--- src/rtl/seq_divider.sv ---
// seq_divider: multi-cycle restoring divider producing one quotient bit per
// clock. Signed operation divides the magnitudes and then fixes up the signs,
// so quotients truncate toward zero and the remainder follows the dividend.
//
// Handshake: start is a request sampled only while the block is idle. There is
// no ready output; busy=1 means a request will be ignored. done is a one-cycle
// pulse, and quotient/remainder/div_by_zero are valid from the done cycle
// until the next accepted start overwrites them.
module seq_divider #(
   parameter int WIDTH = 32
) (
   input  logic             clock,
   input  logic             clear,
   input  logic             start,
   input  logic             sign_mode,
   input  logic [WIDTH-1:0] dividend,
   input  logic [WIDTH-1:0] divisor,
   output logic             busy,
   output logic             done,
   output logic             div_by_zero,
   output logic [WIDTH-1:0] quotient,
   output logic [WIDTH-1:0] remainder,
   output logic [1:0]       dbg_state
);

   localparam int CW = (WIDTH > 2) ? $clog2(WIDTH) : 1;

   typedef enum logic [1:0] {
      S_IDLE = 2'd0,
      S_ITER = 2'd1,
      S_FIX  = 2'd2,
      S_DONE = 2'd3
   } state_t;

   state_t           state_q, state_d;
   logic [WIDTH:0]   rem_q, rem_d;       // partial remainder, one guard bit
   logic [WIDTH-1:0] quo_q, quo_d;       // dividend magnitude shifting into quotient
   logic [WIDTH-1:0] dvs_q, dvs_d;       // divisor magnitude
   logic [CW-1:0]    cnt_q, cnt_d;       // iterations completed
   logic             q_neg_q, q_neg_d;
   logic             r_neg_q, r_neg_d;
   logic [WIDTH-1:0] quotient_q, quotient_d;
   logic [WIDTH-1:0] remainder_q, remainder_d;
   logic             dbz_q, dbz_d;

   logic [WIDTH-1:0] dd_abs;
   logic [WIDTH-1:0] ds_abs;
   logic [WIDTH+1:0] shifted;
   logic [WIDTH+1:0] trial;
   logic             trial_neg;

   // Operand magnitudes; -2^(WIDTH-1) maps onto itself, which is the correct
   // unsigned magnitude.
   assign dd_abs = (sign_mode && dividend[WIDTH-1]) ? -dividend : dividend;
   assign ds_abs = (sign_mode && divisor[WIDTH-1])  ? -divisor  : divisor;

   // One restoring step: shift the next dividend bit in and try a subtract.
   assign shifted   = {rem_q, quo_q[WIDTH-1]};
   assign trial     = shifted - {2'b00, dvs_q};
   assign trial_neg = trial[WIDTH+1];

   // State and datapath registers; clear zeroes everything and aborts.
   always_ff @(posedge clock) begin
      if (clear) begin
         state_q     <= S_IDLE;
         rem_q       <= '0;
         quo_q       <= '0;
         dvs_q       <= '0;
         cnt_q       <= '0;
         q_neg_q     <= 1'b0;
         r_neg_q     <= 1'b0;
         quotient_q  <= '0;
         remainder_q <= '0;
         dbz_q       <= 1'b0;
      end else begin
         state_q     <= state_d;
         rem_q       <= rem_d;
         quo_q       <= quo_d;
         dvs_q       <= dvs_d;
         cnt_q       <= cnt_d;
         q_neg_q     <= q_neg_d;
         r_neg_q     <= r_neg_d;
         quotient_q  <= quotient_d;
         remainder_q <= remainder_d;
         dbz_q       <= dbz_d;
      end
   end

   // Next-state and datapath updates for capture, iterate and sign fix-up.
   always_comb begin
      state_d     = state_q;
      rem_d       = rem_q;
      quo_d       = quo_q;
      dvs_d       = dvs_q;
      cnt_d       = cnt_q;
      q_neg_d     = q_neg_q;
      r_neg_d     = r_neg_q;
      quotient_d  = quotient_q;
      remainder_d = remainder_q;
      dbz_d       = dbz_q;

      case (state_q)
         S_IDLE: begin
            if (start) begin
               dvs_d   = ds_abs;
               quo_d   = dd_abs;
               rem_d   = '0;
               cnt_d   = '0;
               q_neg_d = sign_mode & (dividend[WIDTH-1] ^ divisor[WIDTH-1]);
               r_neg_d = sign_mode & dividend[WIDTH-1];
               dbz_d   = 1'b0;
               if (divisor == '0) begin
                  // Results are known immediately; skip straight to DONE.
                  quotient_d  = '1;
                  remainder_d = dividend;
                  dbz_d       = 1'b1;
                  state_d     = S_DONE;
               end else begin
                  state_d = S_ITER;
               end
            end
         end
         S_ITER: begin
            rem_d = trial_neg ? shifted[WIDTH:0] : trial[WIDTH:0];
            quo_d = {quo_q[WIDTH-2:0], ~trial_neg};
            cnt_d = cnt_q + CW'(1);
            if (cnt_q == CW'(WIDTH - 1)) begin
               state_d = S_FIX;
            end
         end
         S_FIX: begin
            quotient_d  = q_neg_q ? -quo_q : quo_q;
            remainder_d = r_neg_q ? -rem_q[WIDTH-1:0] : rem_q[WIDTH-1:0];
            state_d     = S_DONE;
         end
         S_DONE: begin
            state_d = S_IDLE;
         end
         default: begin
            state_d = S_IDLE;
         end
      endcase
   end

   assign busy        = (state_q != S_IDLE);
   assign done        = (state_q == S_DONE);
   assign div_by_zero = dbz_q;
   assign quotient    = quotient_q;
   assign remainder   = remainder_q;
   assign dbg_state   = state_q;

endmodule

--- config.mk ---
export PLATFORM = sky130hd
export DESIGN_NAME = seq_divider
export DESIGN_NICKNAME = d
export VERILOG_FILES = /design/src/rtl/seq_divider.sv
export SDC_FILE = /design/constraint.sdc
export NUM_CORES = 1
export LEC_CHECK = 0
export ABC_AREA = 0
export CORE_MARGIN = 2
export CORE_UTILIZATION = 61
export DETAILED_ROUTE_END_ITERATION = 10
export GPL_ROUTABILITY_DRIVEN = 0
export MAX_ROUTING_LAYER = met4
export PLACE_DENSITY = 0.86
export RECOVER_POWER = 100
export SLEW_MARGIN = 10
export SYNTH_ARGS = -nofsm -noshare
export SYNTH_HDL_FRONTEND = slang
export SYNTH_SLANG_ARGS = --single-unit
--- constraint.sdc ---
create_clock -name clock -period 8 [get_ports clock]
set_input_delay 0.8 -clock clock [delete_from_list [all_inputs] [get_ports clock]]
set_output_delay 0.8 -clock clock [all_outputs]
set_load 0.05 [all_outputs]
; Yosys cells after proc, flatten, opt, wreduce, memory -nomap -nowiden
; Index checks and enable logic that the tools add are counted.
[word_totals]
output_inout_bits = 69
in_bits = 68
register_bits = 171
word_cells = 60
[classes]
bitwise = 4
add_sub_neg = 6
n_reduce_logical = 11
eq_ne = 7
mux = 22
[ops]
columns = operator, count
row1 = 32-bit 2-to-1 mux, 9
row2 = 32-bit one-hot mux with 2 select lines, 3
row3 = 32-bit negator, 4
row4 = 33-bit 2-to-1 mux, 2
row5 = 33-bit one-hot mux with 2 select lines, 1
row6 = 34-bit by 32-bit subtractor with 34-bit output, 1
row7 = 32-bit logical NOT, 1
row8 = 5-bit one-hot mux with 2 select lines, 1
row9 = 2-bit one-hot mux with 4 select lines, 1
row10 = 2-bit 2-to-1 mux, 3
row11 = "2-bit inequality test, second input constant", 3
row12 = 2-bit AND reduction, 3
row13 = 2-bit nonzero test, 3
row14 = "5-bit by 1-bit adder with 5-bit output, second input constant", 1
row15 = "5-bit equality test, second input constant", 1
row16 = 5-bit 2-to-1 mux, 1
row17 = "2-bit equality test, second input constant", 2
row18 = 3-bit AND reduction, 1
row19 = 1-bit bitwise AND, 2
row20 = "2-bit by 1-bit equality test with 1-bit output, second input constant", 1
row21 = 1-bit logical AND, 2
row22 = 2-bit logical NOT, 1
row23 = 1-bit 2-to-1 mux, 1
row24 = 1-bit NOT, 1
row25 = 1-bit bitwise XOR, 1

; Longest topological paths before layout
[logic_depth]
word_depth = 4
depth_mapped = 13
depth_no_buf = 13

; Worst setup path before layout
; Ideal clock, no wire load.
[synth_timing]
path_type = input to register
startpoint = input port divisor[10]
endpoint = register quotient_q[18] (netlist: quotient[18])
stages = 11
t_required_ns = 7.914
n_path_buf = 2
setup_ns = 0.086
arrival_time_ns = 3.243
path_slack_ns = 4.672
path_cell_list = or4_1 -> nor4b_2 -> nand3_1 -> or2_2 -> nor3_2 -> nand2_1 -> o21ai_1 -> buf_2 -> buf_2 -> nor2_1 -> a211oi_1
[synth_via]
elab_chain_cells = 3
[synth_lines]
columns = item, line_no
row1 = from (decl), 17  ; input logic [WIDTH-1:0] divisor,
row2 = 32-bit logical NOT, 112  ; if (divisor == '0) begin
row3 = 2-bit inequality test (no source line), -
row4 = 3-bit AND reduction (no source line), -
row5 = to (signal assigned), 83  ; quotient_q <= quotient_d;
row6 = to (decl), 42  ; logic [WIDTH-1:0] quotient_q, quotient_d;
; Every way passes these cells.
; A chain may end at the register's enable or synchronous reset.

; Worst setup path after layout
[layout_timing]
startpoint = register dvs_q[8]
endpoint = register rem_q[23]
[layout_via]
elab_chain_cells = 3
[layout_lines]
columns = item, line_no
row1 = from (decl), 38  ; logic [WIDTH-1:0] dvs_q, dvs_d;
row2 = from (signal assigned), 79  ; dvs_q <= dvs_d;
row3 = 34-bit by 32-bit subtractor with 34-bit output, 59  ; assign trial = shifted - {2'b00, dvs_q};
row4 = 33-bit 2-to-1 mux, 124  ; rem_d = trial_neg ? shifted[WIDTH:0] : trial[WIDTH:0];
row5 = 33-bit one-hot mux with 2 select lines, 102  ; case (state_q)
row6 = to (signal assigned), 77  ; rem_q <= rem_d;
row7 = to (decl), 36  ; logic [WIDTH:0] rem_q, rem_d;
; Every way passes these cells.

==> impl_metrics.tcl <==
set metrics [dict create \
    dieArea_um2 19400 \
    violations "max-capacitance violations, max-slew violations" \
    drv_cap 4 \
    postCtsSetupBuffers 0 \
    coreArea_um2 18000 \
    initial_utilization_pct 62.1 \
    antenna_left 0 \
    layout.nets 1676 \
    place_hpwl_um 23200 \
    p_per_area_nw_per_um2 291 \
    worstHoldStart "dvs_q[31]" \
    dp.cells 1775 \
    worstPathRequired_ns 8.36 \
    antenna_cells 0 \
    worst_pin_slew_ns 2.69 \
    fmax_mhz 189 \
    hp-class "reg2reg" \
    n_fill_cell 1415 \
    fin_skew_ns 0.00962 \
    num_vias 11200 \
    status "complete, but fails checks" \
    regArea_um2 3420 \
    power.leakage_uw 0.00507 \
    fin_crit_sh_pct 66.2 \
    arrival_ns 5.66 \
    grt_pass1_wl_um 50400 \
    grt_pass1_vias 9932 \
    setup_violations 0 \
    critPathLaunchType "flip-flop" \
    cts_htree_levels 4 \
    synthArstFlopShare_pct 0 \
    ys_warn_count 0 \
    drive_gt1_share_pct 3.74 \
    chipHeight_um 139 \
    ys_ff_latch 171 \
    yosysMostFrequentCell "nor2_1" \
    syn2layout_area_growth_pct 17.6 \
    yosysSeqAreaShare_pct 30.7 \
    cts_hold_buf 0 \
    io_pins 137 \
    end_kind "flip-flop" \
    final_cells 1807 \
    ctsResizeCount 0 \
    grt_overflow 0 \
    synth_area_leaders "dfxtp_1 31%, xor2_1 6.6%, nor2_1 6.6%" \
    startpoint "dvs_q[8]" \
    routed_wl_um 31700 \
    antenna_found_initial 0 \
    grt_max_degree 102 \
    r2r_start "dvs_q[8]" \
    synth.top_cell.area_share_pct 30.7 \
    port_buffers 136 \
    critPathMaxFanout 36 \
    route.detailed.drc 0 \
    yosys-top-cells-count "195 x nor2_1, 174 x nand2_1, 171 x dfxtp_1, 130 x a21oi_1, 107 x o21ai_0" \
    wl_per_cell_um 17.6 \
    fin_hold_ws_ns 0.479 \
    multi_input_comb_area_um2 7160 \
    relSlewSlack_pct -79.1 \
    fp.dieW_um 139 \
    clockRootBuffer "clkbuf_16" \
    cts_made_buffers 17 \
    synth_nets 1599 \
    tns_ns 0 \
    insertion_delay_ns 0.44 \
    path_clk_slew_ns 0.07 \
    rsz0062_at_grt "no" \
    grt_util_all_layers_pct 32.6 \
    num_rows 49 \
    via_per_inst 6.21 \
    dr.pass1.iters 6 \
    worstSetupPathType "reg2reg" \
    syn_inst 1488 \
    syn_area_um2 11200 \
    cts_tree "yes" \
    yosys.area.top_type "dfxtp_1" \
    power_uw 3820 \
    post-route-util_pct 73.1 \
    ys_types 64 \
    period_minus_slack_ns 5.30 \
    synth_edf_count 0 \
    drt_iter0_markers 1152 \
    ir_drop_mv 0.208 \
    clockBufferDepth 2 \
    avgSynthCellArea_um2 7.50 \
    cts_sinks 171 \
    ys.flop_type "dfxtp_1" \
    final_hold_viol_count 0 \
    drv_slew 208 \
]
==> registers in the layout, summed over array words and instances, names as in the netlist, 2 cells and up <==
name,flops
cnt_q,5
quotient,32
dvs_q,32
quo_q,32
remainder,32
rem_q,33
dbg_state,2
==> per-layer routing <==
layer	part of all wire (%)	track usage [%]	routed length, um	up-vias
met1	41	40.3	13100	5219
met4	3.5	13.6	1110	0
met2	48	52.7	15200	485
met5	0	-	0	-
li1	-	-	-	5440
met3	7.3	5.82	2330	85
==> final cells by class <==
type	instances	share of cell area (%)
Clock inverter	14	1.15
Clock buffer	18	3.35
Tap cell	229	2.18
Timing Repair Buffer	146	10.8
Multi-Input combinational cell	1164	54.6
Sequential cell	171	26.1
Inverter	65	1.86
==> path summary, 6_finish.rpt <==
kind,to,cells past startpoint,slack (ns)
max,rem_q[23],12,2.70
min,dvs_q[31],2,0.48
max reg2reg,rem_q[23],12,2.70
min reg2reg,dvs_q[31],2,0.48
==> metrics by stage <==
step | cell area (um^2) | setup WS, ns
2_1_floorplan | 11200 | 4.67
3_5_place_dp | 12600 | 3.38
5_1_grt | 13100 | 2.25
3_3_place_gp | 12600 | 3.52
4_1_cts | 13200 | 3.84
6_report | 13100 | 2.70
==> logic make-up (layout without fill, tap and decap cells) <==
| family | Yosys count | in the layout | synth area share, % |
|---|---|---|---|
| DFF | 171 | 171 | 30.7 |
| xor gates and xnor gates | 140 | 140 | 11.1 |
| adders and majority gates | 43 | 43 | 4.89 |
| and+or+nand+nor | 510 | 510 | 20.4 |
| AOI/OAI and AO/OA | 440 | 440 | 24.9 |
| buffers and inverters | 153 | 243 | 5.26 |
| muxes | 31 | 31 | 2.78 |
==> cell usage in the layout (no fill, tap or decap), types with 8 or more instances in the layout <==
cell type,n
nor2_1,194
nand2_1,174
dfxtp_1,171
a21oi_1,130
o21ai_0,108
a211oi_1,85
xor2_1,84
dlygate4sd3_1,71
inv_1,65
clkdlybuf4s50_1,64
xnor2_1,55
ha_1,40
nor3_1,32
mux2i_1,31
o31ai_1,22
nand3_1,18
clkbuf_16,17
or3_1,14
or4_1,13
a311oi_1,13
o41ai_1,12
a31oi_1,11
nor4_1,10
o21a_1,10
a21o_1,8
==> worst max-delay path, cell delays in order (launching register included) <==
cell and delay, ns:
dfxtp_1 0.40, inv_1 0.09, ha_1 0.38, nand2_1 0.16, o21a_1 0.21, o21a_1 0.19
o211ai_1 0.32, a21oi_1 0.21, o31ai_1 0.52, xor2_4 0.16, clkbuf_1 1.69, nand2_1 0.57
o21ai_0 0.29
==> report_power, final <==
part / switching, uW / leakage [uW] / internal (uW)
logic: 1140 / 0.00340 / 608
clock network: 386 / 0.000282 / 449
registers: 193 / 0.00139 / 1040
total: 1720 / 0.00507 / 2100
No activity file was read; power rests on OpenSTA's default activity.
